===== src/rtl/seq_det_pkg.sv =====
// Shared types and default widths for the serial pattern detector slice.
// Provides the run-control state enum and the pattern-length width.
package seq_det_pkg;

    localparam int LEN_W       = 4;
    localparam int DEF_MAX_LEN = 8;
    localparam int DEF_CNT_W   = 8;
    localparam int DEF_TMO_W   = 16;

    typedef enum logic [2:0] {
        IDLE,
        ARM,
        RUN,
        DONE,
        TMO
    } state_t;

endpackage


===== src/rtl/seq_det_ctrl_if.sv =====
// Host config/strobe bus plus serial input and status outputs of seq_det_ctrl.
// master: host side (drives cfg_*, start, abort, sequence_*); slave: detector side.
interface seq_det_ctrl_if #(
    parameter int MAX_LEN = 8,
    parameter int CNT_W   = 8,
    parameter int TMO_W   = 16
);
    import seq_det_pkg::*;

    logic [MAX_LEN-1:0] cfg_pattern;
    logic [LEN_W-1:0]   cfg_len;
    logic [CNT_W-1:0]   cfg_target;
    logic [TMO_W-1:0]   cfg_timeout;
    logic               start;
    logic               abort;
    logic               sequence_in;
    logic               sequence_valid;
    logic               busy;
    logic               detector_out;
    logic [CNT_W-1:0]   match_count;
    logic               done;
    logic               timeout;
    logic               cfg_err;

    modport master (
        output cfg_pattern, cfg_len, cfg_target, cfg_timeout,
        output start, abort, sequence_in, sequence_valid,
        input  busy, detector_out, match_count, done, timeout, cfg_err
    );

    modport slave (
        input  cfg_pattern, cfg_len, cfg_target, cfg_timeout,
        input  start, abort, sequence_in, sequence_valid,
        output busy, detector_out, match_count, done, timeout, cfg_err
    );

endinterface


===== src/rtl/seq_match_core.sv =====
// History shift register, fill counter and masked compare against the pattern.
// Ports: clock/reset, clear, shift_en, bit_in, pattern, len; hit (comb), det_o (reg).
module seq_match_core
    import seq_det_pkg::*;
#(
    parameter int MAX_LEN = DEF_MAX_LEN
) (
    input  logic               clock,
    input  logic               reset,
    input  logic               clear,
    input  logic               shift_en,
    input  logic               bit_in,
    input  logic [MAX_LEN-1:0] pattern,
    input  logic [LEN_W-1:0]   len,
    output logic               hit,
    output logic               det_o
);

    localparam int MW = MAX_LEN + 1;

    logic [MAX_LEN-1:0] hist_q, hist_d;
    logic [LEN_W-1:0]   fill_q, fill_d;
    logic [MW-1:0]      ext;
    logic [MW-1:0]      mask;
    logic               det_q;

    // Compare uses the history including the bit being accepted now.
    always_comb begin
        ext    = {hist_q, bit_in};
        hist_d = ext[MAX_LEN-1:0];
        fill_d = (fill_q == LEN_W'(MAX_LEN)) ? fill_q : fill_q + 1'b1;
        mask   = (MW'(1) << len) - MW'(1);
        hit    = shift_en && (fill_d >= len) &&
                 (((hist_d ^ pattern) & mask[MAX_LEN-1:0]) == '0);
    end

    always_ff @(posedge clock) begin
        if (reset || clear) begin
            hist_q <= '0;
            fill_q <= '0;
            det_q  <= 1'b0;
        end else begin
            det_q <= hit;
            if (shift_en) begin
                hist_q <= hist_d;
                fill_q <= fill_d;
            end
        end
    end

    assign det_o = det_q;

endmodule


===== src/rtl/seq_det_ctrl.sv =====
// Run-control wrapper: cfg latch, IDLE/ARM/RUN/DONE/TMO FSM, match counter, timer.
// Ports: clock, reset (sync, active-high), bus (seq_det_ctrl_if.slave).
module seq_det_ctrl
    import seq_det_pkg::*;
#(
    parameter int MAX_LEN = DEF_MAX_LEN,
    parameter int CNT_W   = DEF_CNT_W,
    parameter int TMO_W   = DEF_TMO_W
) (
    input logic          clock,
    input logic          reset,
    seq_det_ctrl_if.slave bus
);

    state_t             state_q;
    logic [MAX_LEN-1:0] pat_q;
    logic [LEN_W-1:0]   len_q;
    logic [CNT_W-1:0]   tgt_q;
    logic [TMO_W-1:0]   tmo_q;
    logic [CNT_W-1:0]   cnt_q, cnt_d;
    logic [TMO_W-1:0]   timer_q;
    logic               busy_q;
    logic               done_q;
    logic               tmo_pulse_q;
    logic               err_q;
    logic               hit;
    logic               det;
    logic               shift_en;
    logic               arm;
    logic               cfg_bad;
    logic               tmo_hit;

    always_comb begin
        arm      = (state_q == ARM);
        shift_en = (state_q == RUN) && bus.sequence_valid && !bus.abort;
        cnt_d    = cnt_q + 1'b1;
        cfg_bad  = (bus.cfg_len == '0) ||
                   (bus.cfg_len > LEN_W'(MAX_LEN)) ||
                   (bus.cfg_target == '0);
        tmo_hit  = (tmo_q != '0) && (timer_q == tmo_q - TMO_W'(1));
    end

    seq_match_core #(
        .MAX_LEN (MAX_LEN)
    ) u_core (
        .clock    (clock),
        .reset    (reset),
        .clear    (arm),
        .shift_en (shift_en),
        .bit_in   (bus.sequence_in),
        .pattern  (pat_q),
        .len      (len_q),
        .hit      (hit),
        .det_o    (det)
    );

    always_ff @(posedge clock) begin
        if (reset) begin
            state_q     <= IDLE;
            pat_q       <= '0;
            len_q       <= '0;
            tgt_q       <= '0;
            tmo_q       <= '0;
            cnt_q       <= '0;
            timer_q     <= '0;
            busy_q      <= 1'b0;
            done_q      <= 1'b0;
            tmo_pulse_q <= 1'b0;
            err_q       <= 1'b0;
        end else begin
            done_q      <= 1'b0;
            tmo_pulse_q <= 1'b0;
            err_q       <= 1'b0;
            if (bus.abort) begin
                state_q <= IDLE;
                busy_q  <= 1'b0;
            end else begin
                unique case (state_q)
                    IDLE: begin
                        if (bus.start) begin
                            pat_q <= bus.cfg_pattern;
                            len_q <= bus.cfg_len;
                            tgt_q <= bus.cfg_target;
                            tmo_q <= bus.cfg_timeout;
                            if (cfg_bad) begin
                                err_q <= 1'b1;
                            end else begin
                                state_q <= ARM;
                                busy_q  <= 1'b1;
                            end
                        end
                    end
                    ARM: begin
                        cnt_q   <= '0;
                        timer_q <= '0;
                        state_q <= RUN;
                    end
                    RUN: begin
                        timer_q <= timer_q + 1'b1;
                        // A final match on the budget's last cycle takes DONE.
                        if (hit) cnt_q <= cnt_d;
                        if (hit && cnt_d == tgt_q) begin
                            state_q <= DONE;
                            done_q  <= 1'b1;
                        end else if (tmo_hit) begin
                            state_q     <= TMO;
                            tmo_pulse_q <= 1'b1;
                        end
                    end
                    DONE, TMO: begin
                        state_q <= IDLE;
                        busy_q  <= 1'b0;
                    end
                    default: begin
                        state_q <= IDLE;
                        busy_q  <= 1'b0;
                    end
                endcase
            end
        end
    end

    assign bus.busy         = busy_q;
    assign bus.detector_out = det;
    assign bus.match_count  = cnt_q;
    assign bus.done         = done_q;
    assign bus.timeout      = tmo_pulse_q;
    assign bus.cfg_err      = err_q;

endmodule


===== src/flat_wrapper.sv =====
// flat-port wrapper written by rule: the top's interface ports become plain ports
module seq_det_ctrl_flat import seq_det_pkg::*;
#(
    parameter int MAX_LEN = DEF_MAX_LEN,
    parameter int CNT_W   = DEF_CNT_W,
    parameter int TMO_W   = DEF_TMO_W
)
  (clock, reset, bus_cfg_pattern, bus_cfg_len, bus_cfg_target, bus_cfg_timeout, bus_start, bus_abort, bus_sequence_in, bus_sequence_valid, bus_busy, bus_detector_out, bus_match_count, bus_done, bus_timeout, bus_cfg_err);
  seq_det_ctrl_if #(.MAX_LEN(MAX_LEN), .CNT_W(CNT_W), .TMO_W(TMO_W)) bus_i ();
  input logic clock;
  input logic reset;
  input wire logic [$bits(bus_i.cfg_pattern)-1:0] bus_cfg_pattern;
  input wire logic [$bits(bus_i.cfg_len)-1:0] bus_cfg_len;
  input wire logic [$bits(bus_i.cfg_target)-1:0] bus_cfg_target;
  input wire logic [$bits(bus_i.cfg_timeout)-1:0] bus_cfg_timeout;
  input wire logic [$bits(bus_i.start)-1:0] bus_start;
  input wire logic [$bits(bus_i.abort)-1:0] bus_abort;
  input wire logic [$bits(bus_i.sequence_in)-1:0] bus_sequence_in;
  input wire logic [$bits(bus_i.sequence_valid)-1:0] bus_sequence_valid;
  output wire logic [$bits(bus_i.busy)-1:0] bus_busy;
  output wire logic [$bits(bus_i.detector_out)-1:0] bus_detector_out;
  output wire logic [$bits(bus_i.match_count)-1:0] bus_match_count;
  output wire logic [$bits(bus_i.done)-1:0] bus_done;
  output wire logic [$bits(bus_i.timeout)-1:0] bus_timeout;
  output wire logic [$bits(bus_i.cfg_err)-1:0] bus_cfg_err;
  assign bus_i.cfg_pattern = bus_cfg_pattern;
  assign bus_i.cfg_len = bus_cfg_len;
  assign bus_i.cfg_target = bus_cfg_target;
  assign bus_i.cfg_timeout = bus_cfg_timeout;
  assign bus_i.start = bus_start;
  assign bus_i.abort = bus_abort;
  assign bus_i.sequence_in = bus_sequence_in;
  assign bus_i.sequence_valid = bus_sequence_valid;
  assign bus_busy = bus_i.busy;
  assign bus_detector_out = bus_i.detector_out;
  assign bus_match_count = bus_i.match_count;
  assign bus_done = bus_i.done;
  assign bus_timeout = bus_i.timeout;
  assign bus_cfg_err = bus_i.cfg_err;
  seq_det_ctrl #(.MAX_LEN(MAX_LEN), .CNT_W(CNT_W), .TMO_W(TMO_W)) u_core (.clock(clock), .reset(reset), .bus(bus_i));
endmodule

===== config.mk =====
export PLATFORM = sky130hd
export DESIGN_NAME = seq_det_ctrl_flat
export DESIGN_NICKNAME = d
export VERILOG_FILES = /design/src/rtl/seq_det_pkg.sv /design/src/rtl/seq_det_ctrl_if.sv /design/src/rtl/seq_match_core.sv /design/src/rtl/seq_det_ctrl.sv /design/src/flat_wrapper.sv
export SDC_FILE = /design/constraint.sdc
export NUM_CORES = 1
export LEC_CHECK = 0
export ABC_AREA = 1
export BUFFER_PORTS_ARGS = -buffer_cell sky130_fd_sc_hd__buf_2
export CAP_MARGIN = 20
export CORE_ASPECT_RATIO = 0.5
export CORE_MARGIN = 4
export CORE_UTILIZATION = 36
export CTS_BUF_LIST = sky130_fd_sc_hd__clkbuf_8 sky130_fd_sc_hd__clkbuf_16
export CTS_CLUSTER_SIZE = 16
export DETAILED_ROUTE_END_ITERATION = 12
export SLEW_MARGIN = 5
export SYNTH_ARGS = -nofsm -noshare
export SYNTH_HDL_FRONTEND = slang
export SYNTH_SLANG_ARGS = --single-unit

===== constraint.sdc =====
create_clock -name clock -period 2.7 [get_ports clock]
set_input_delay 0.405 -clock clock [delete_from_list [all_inputs] [get_ports clock]]
set_output_delay 0.405 -clock clock [all_outputs]
set_load 0.01 [all_outputs]

==> impl_metrics.tcl <==
set metrics [dict create \
    outcome "completed" \
    largest_net_degree_at_the_start_of_global_routing 39 \
    worst_path_largest_cell_delay_ns 0.35 \
    critical_path.max_fanout 14 \
    initial_utilization 0.376 \
    regToRegStartpoint "u_core.u_core.fill_q[0]$_SDFFE_PP0P_" \
    hpwl_after_dpl_mm 8.94 \
    cts-htree-levels 3 \
    die_area_mm2 0.0146 \
    synth-warning-count 0 \
    cp_common_cell "inv_1" \
    finalCritPeriodShare 0.887 \
    fin_hold_ws_ns 0.275 \
    syn_nets 741 \
    floorplan.die.height_um 87.3 \
    antenna_found_initial 0 \
    remaining_drc_errors 0 \
    nFillCells 1319 \
    globalRoute.totalOverflow 0 \
    wl_per_cell_um 12.6 \
    timing.max_slew.rel_slack 0.710 \
    critical_path.endpoint "u_core.bus.match_count[0]$_SDFFE_PP0P_" \
    clock.fmax_ghz 0.418 \
    setup_crit_start "u_core.u_core.fill_q[0]$_SDFFE_PP0P_" \
    setup_total_negative_slack_ns 0 \
    tightestPinTransition_ns 0.432 \
    cp_slowest_cell "dfxtp_1" \
    synthesis.area_per_instance_um2 6.58 \
    endpoints_failing_setup 0 \
    leakagePower_nw 2.40 \
    drt_iter0_markers 252 \
    use_met1 0.210 \
    cts_hold_repair.buffers 0 \
    core_area_mm2 0.0121 \
    finClkSkew_ns 0.0134 \
    crit_path_arrival_time_ns 2.63 \
    i_o_pin_total 55 \
    post_cts.resized_instances 0 \
    synth.cell_area_mm2 0.00453 \
    clock_buffers_created_by_tritoncts 9 \
    cts_setup_buffers 0 \
    worstReg2RegEnd "u_core.bus.match_count[0]$_SDFFE_PP0P_" \
    dpl_cell_area_mm2 0.00498 \
    finalInstanceArea_mm2 0.00527 \
    timing.hold.worst.class "in2reg" \
    first_global_vias 4166 \
    top_usage_layer "met2" \
    synth_cell_types 30 \
    num_vias 4414 \
    setup.worst_path.class "reg2reg" \
    final_net_count 795 \
    final_hold_viol_count 0 \
    cts_tree "done" \
    seq_area_frac_synth 0.349 \
    final_weighted_congestion_in_routability_driven_placement 0.871 \
    num_antenna_cells 0 \
    first_pass_grt_wire_length_mm 19.4 \
    worstPathCellList "inv_1 -> ha_1 -> nand3_1 -> xor2_1 -> ha_1 -> inv_1 -> a21oi_1 -> o21ai_0 -> nor2_1 -> nor2_2 -> nand2_1 -> nand2_1 -> nand2_2 -> inv_1 -> o21ai_0 -> nor2_1" \
    netlist_instances 689 \
    die_width_um 167 \
    ys_ff_latch 79 \
    crit_path_start_kind "flip-flop" \
    cts_num_sinks 79 \
    drt_wl_total_mm 11.5 \
    grt_use_total 0.162 \
    worstRegToRegCells 16 \
    layout-drive-gt1-share 0.131 \
    layout-area-overhead-vs-synth_pct 16.3 \
    grt.met2_usage 0.277 \
    placement.setup.worst_slack_ns 0.357 \
    detailedRoute.firstPassIterationCount 4 \
    cp.required_ns 2.93 \
    max_root_sink_buffers 2 \
    timing_max_transition_violations_final 0 \
    netlist_top_cells_area "dfxtp_1 (35%), nand2_1 (12%), nor2_1 (8.1%)" \
    worst_setup_hold_path_clk_slew_ns 0.07 \
    drt.antenna.violating_nets 0 \
    placement_rows 28 \
    seq_area_mm2 0.00158 \
    worstSkewPairLatency_ns 0.35 \
    power_density_mw_per_mm2 582 \
    avgViaCountPerCell 4.83 \
    setup_repair_after_global_routing_missed_its_margin "false" \
    synthDominantAreaCellType "dfxtp_1" \
    yosysTopAreaCellShare 0.349 \
    total_power_of_the_final_layout_mw 3.07 \
    cts_root_buffer "clkbuf_16" \
    maxCapViolations 0 \
    period_minus_slack_ns 2.39 \
    worst-r2r-setup-slack_ns 0.31 \
    grt_use_met3 0.0422 \
    final_critical_path_setup_slack_ns 0.305 \
    buffers_on_ports 54 \
    max-vdd-ir-drop_uv 272 \
    critPathCaptureType "flip-flop" \
    multi_input_comb_area_mm2 0.00257 \
]
worst max-delay path, delay by kind of cell, from the launching register on:
family	cells	cell delay [ns]
XOR/XNOR	1	0.22
AND/OR/NAND/NOR	7	0.72
adder cells (fa/ha/maj)	2	0.39
flip-flops	1	0.35
AO/OA/AOI/OAI	3	0.38
buffers and inverters	3	0.22
logic make-up after synthesis:
logic type	synth area share
buffers and inverters	0.0836
DFF	0.349
xor gates and xnor gates	0.0513
adders and majority gates	0.0276
and+or+nand+nor	0.349
AOI/OAI and AO/OA	0.139
cell type report:
cell class                      instances  share of cell area
Clock inverter                          7              0.0138
Clock buffer                            9              0.0427
Timing Repair Buffer                   58              0.0569
Sequential cell                        79               0.300
Tap cell                              165              0.0391
Multi-Input combinational cell        511               0.488
Inverter                               84              0.0598
power breakdown:
| part | internal, mW | total, mW | switching, mW |
|---|---|---|---|
| combinational | 0.203 | 0.556 | 0.353 |
| clock | 0.720 | 1.24 | 0.519 |
| sequential | 1.22 | 1.27 | 0.0556 |
cells in the mapped netlist:
master	count
nand2_1	146
nor2_1	98
inv_1	81
dfxtp_1	79
o21ai_0	59
a21oi_1	58
nand3_1	51
xor2_1	16
clkbuf_1	14
nand4_1	12
ha_1	10
nor3_1	9
nor2_2	8
xnor2_1	8
a211oi_1	4
nand2_2	4
nand3b_1	4
nor2_4	4
nor4_1	4
nand2_4	3
nor3b_1	3
o21ai_1	3
and3_1	2
inv_2	2
nor3_4	2
buf_6	1
clkinv_1	1
nand3_2	1
or2_2	1
xnor3_1	1
worst min path at each step:
stage	start	endpoint	slack, ns	cells after the start
6_report	bus_cfg_pattern[4]	u_core.pat_q[4]$_SDFFE_PP0P_	0.28	3
4_1_cts	bus_cfg_pattern[4]	u_core.pat_q[4]$_SDFFE_PP0P_	0.27	3
3_3_place_gp	u_core.pat_q[0]$_SDFFE_PP0P_	u_core.pat_q[0]$_SDFFE_PP0P_	0.46	2
3_5_place_dp	u_core.tgt_q[4]$_SDFFE_PP0P_	u_core.tgt_q[4]$_SDFFE_PP0P_	0.46	2
2_1_floorplan	u_core.pat_q[0]$_SDFFE_PP0P_	u_core.pat_q[0]$_SDFFE_PP0P_	0.44	2
5_1_grt	bus_cfg_timeout[12]	u_core.tmo_q[12]$_SDFFE_PP0P_	0.29	3
stage by stage:
stage               utilization  cells
floorplan                     -    689
global placement          0.413    897
detailed placement        0.413    897
CTS                       0.438    913
global route              0.438    913
finish                    0.438    913
flip-flops by register name, indices dropped and copies added, names as in the netlist, 3 cells and up:
name and count:
u_core.state_q 3, u_core.tgt_q 8, u_core.u_core.fill_q 4, u_core.u_core.hist_q 7, u_core.timer_q 16, u_core.len_q 4, u_core.pat_q 8, u_core.tmo_q 16
u_core.bus.match_count 8
metal layers:
| layer | vias to the layer above | routed length (um) |
|---|---|---|
| li1 | 2343 | - |
| met1 | 2005 | 5750 |
| met2 | 53 | 5200 |
| met3 | 13 | 450 |
| met4 | 0 | 129 |
| met5 | - | 0 |
cells in the final DEF, fill, tap and decap left out:
cell,Yosys,final
nand3_1,51,51
nor4_1,4,4
xnor3_1,1,1
nand3b_1,4,4
and3_1,2,2
dfxtp_1,79,79
clkinv_2,0,1
xnor2_1,8,8
bufinv_16,0,1
inv_1,81,82
nand2_1,146,146
buf_2,0,54
xor2_1,16,16
a21oi_1,58,58
ha_1,10,10
clkinvlp_4,0,1
nor2_2,8,8
o21ai_1,3,3
o21ai_0,59,59
inv_2,2,2
clkinv_4,0,1
inv_6,0,2
nand2_4,3,3
a211oi_1,4,4
or2_2,1,1
nand3_2,1,1
nor2_1,98,98
nand4_1,12,12
nor3_1,9,9
nor3_4,2,2
clkbuf_16,0,9
nand2_2,4,4
clkinv_1,1,1
nor2_4,4,4
nor3b_1,3,3
buf_4,0,4
Power figures use the tool's default switching activity.
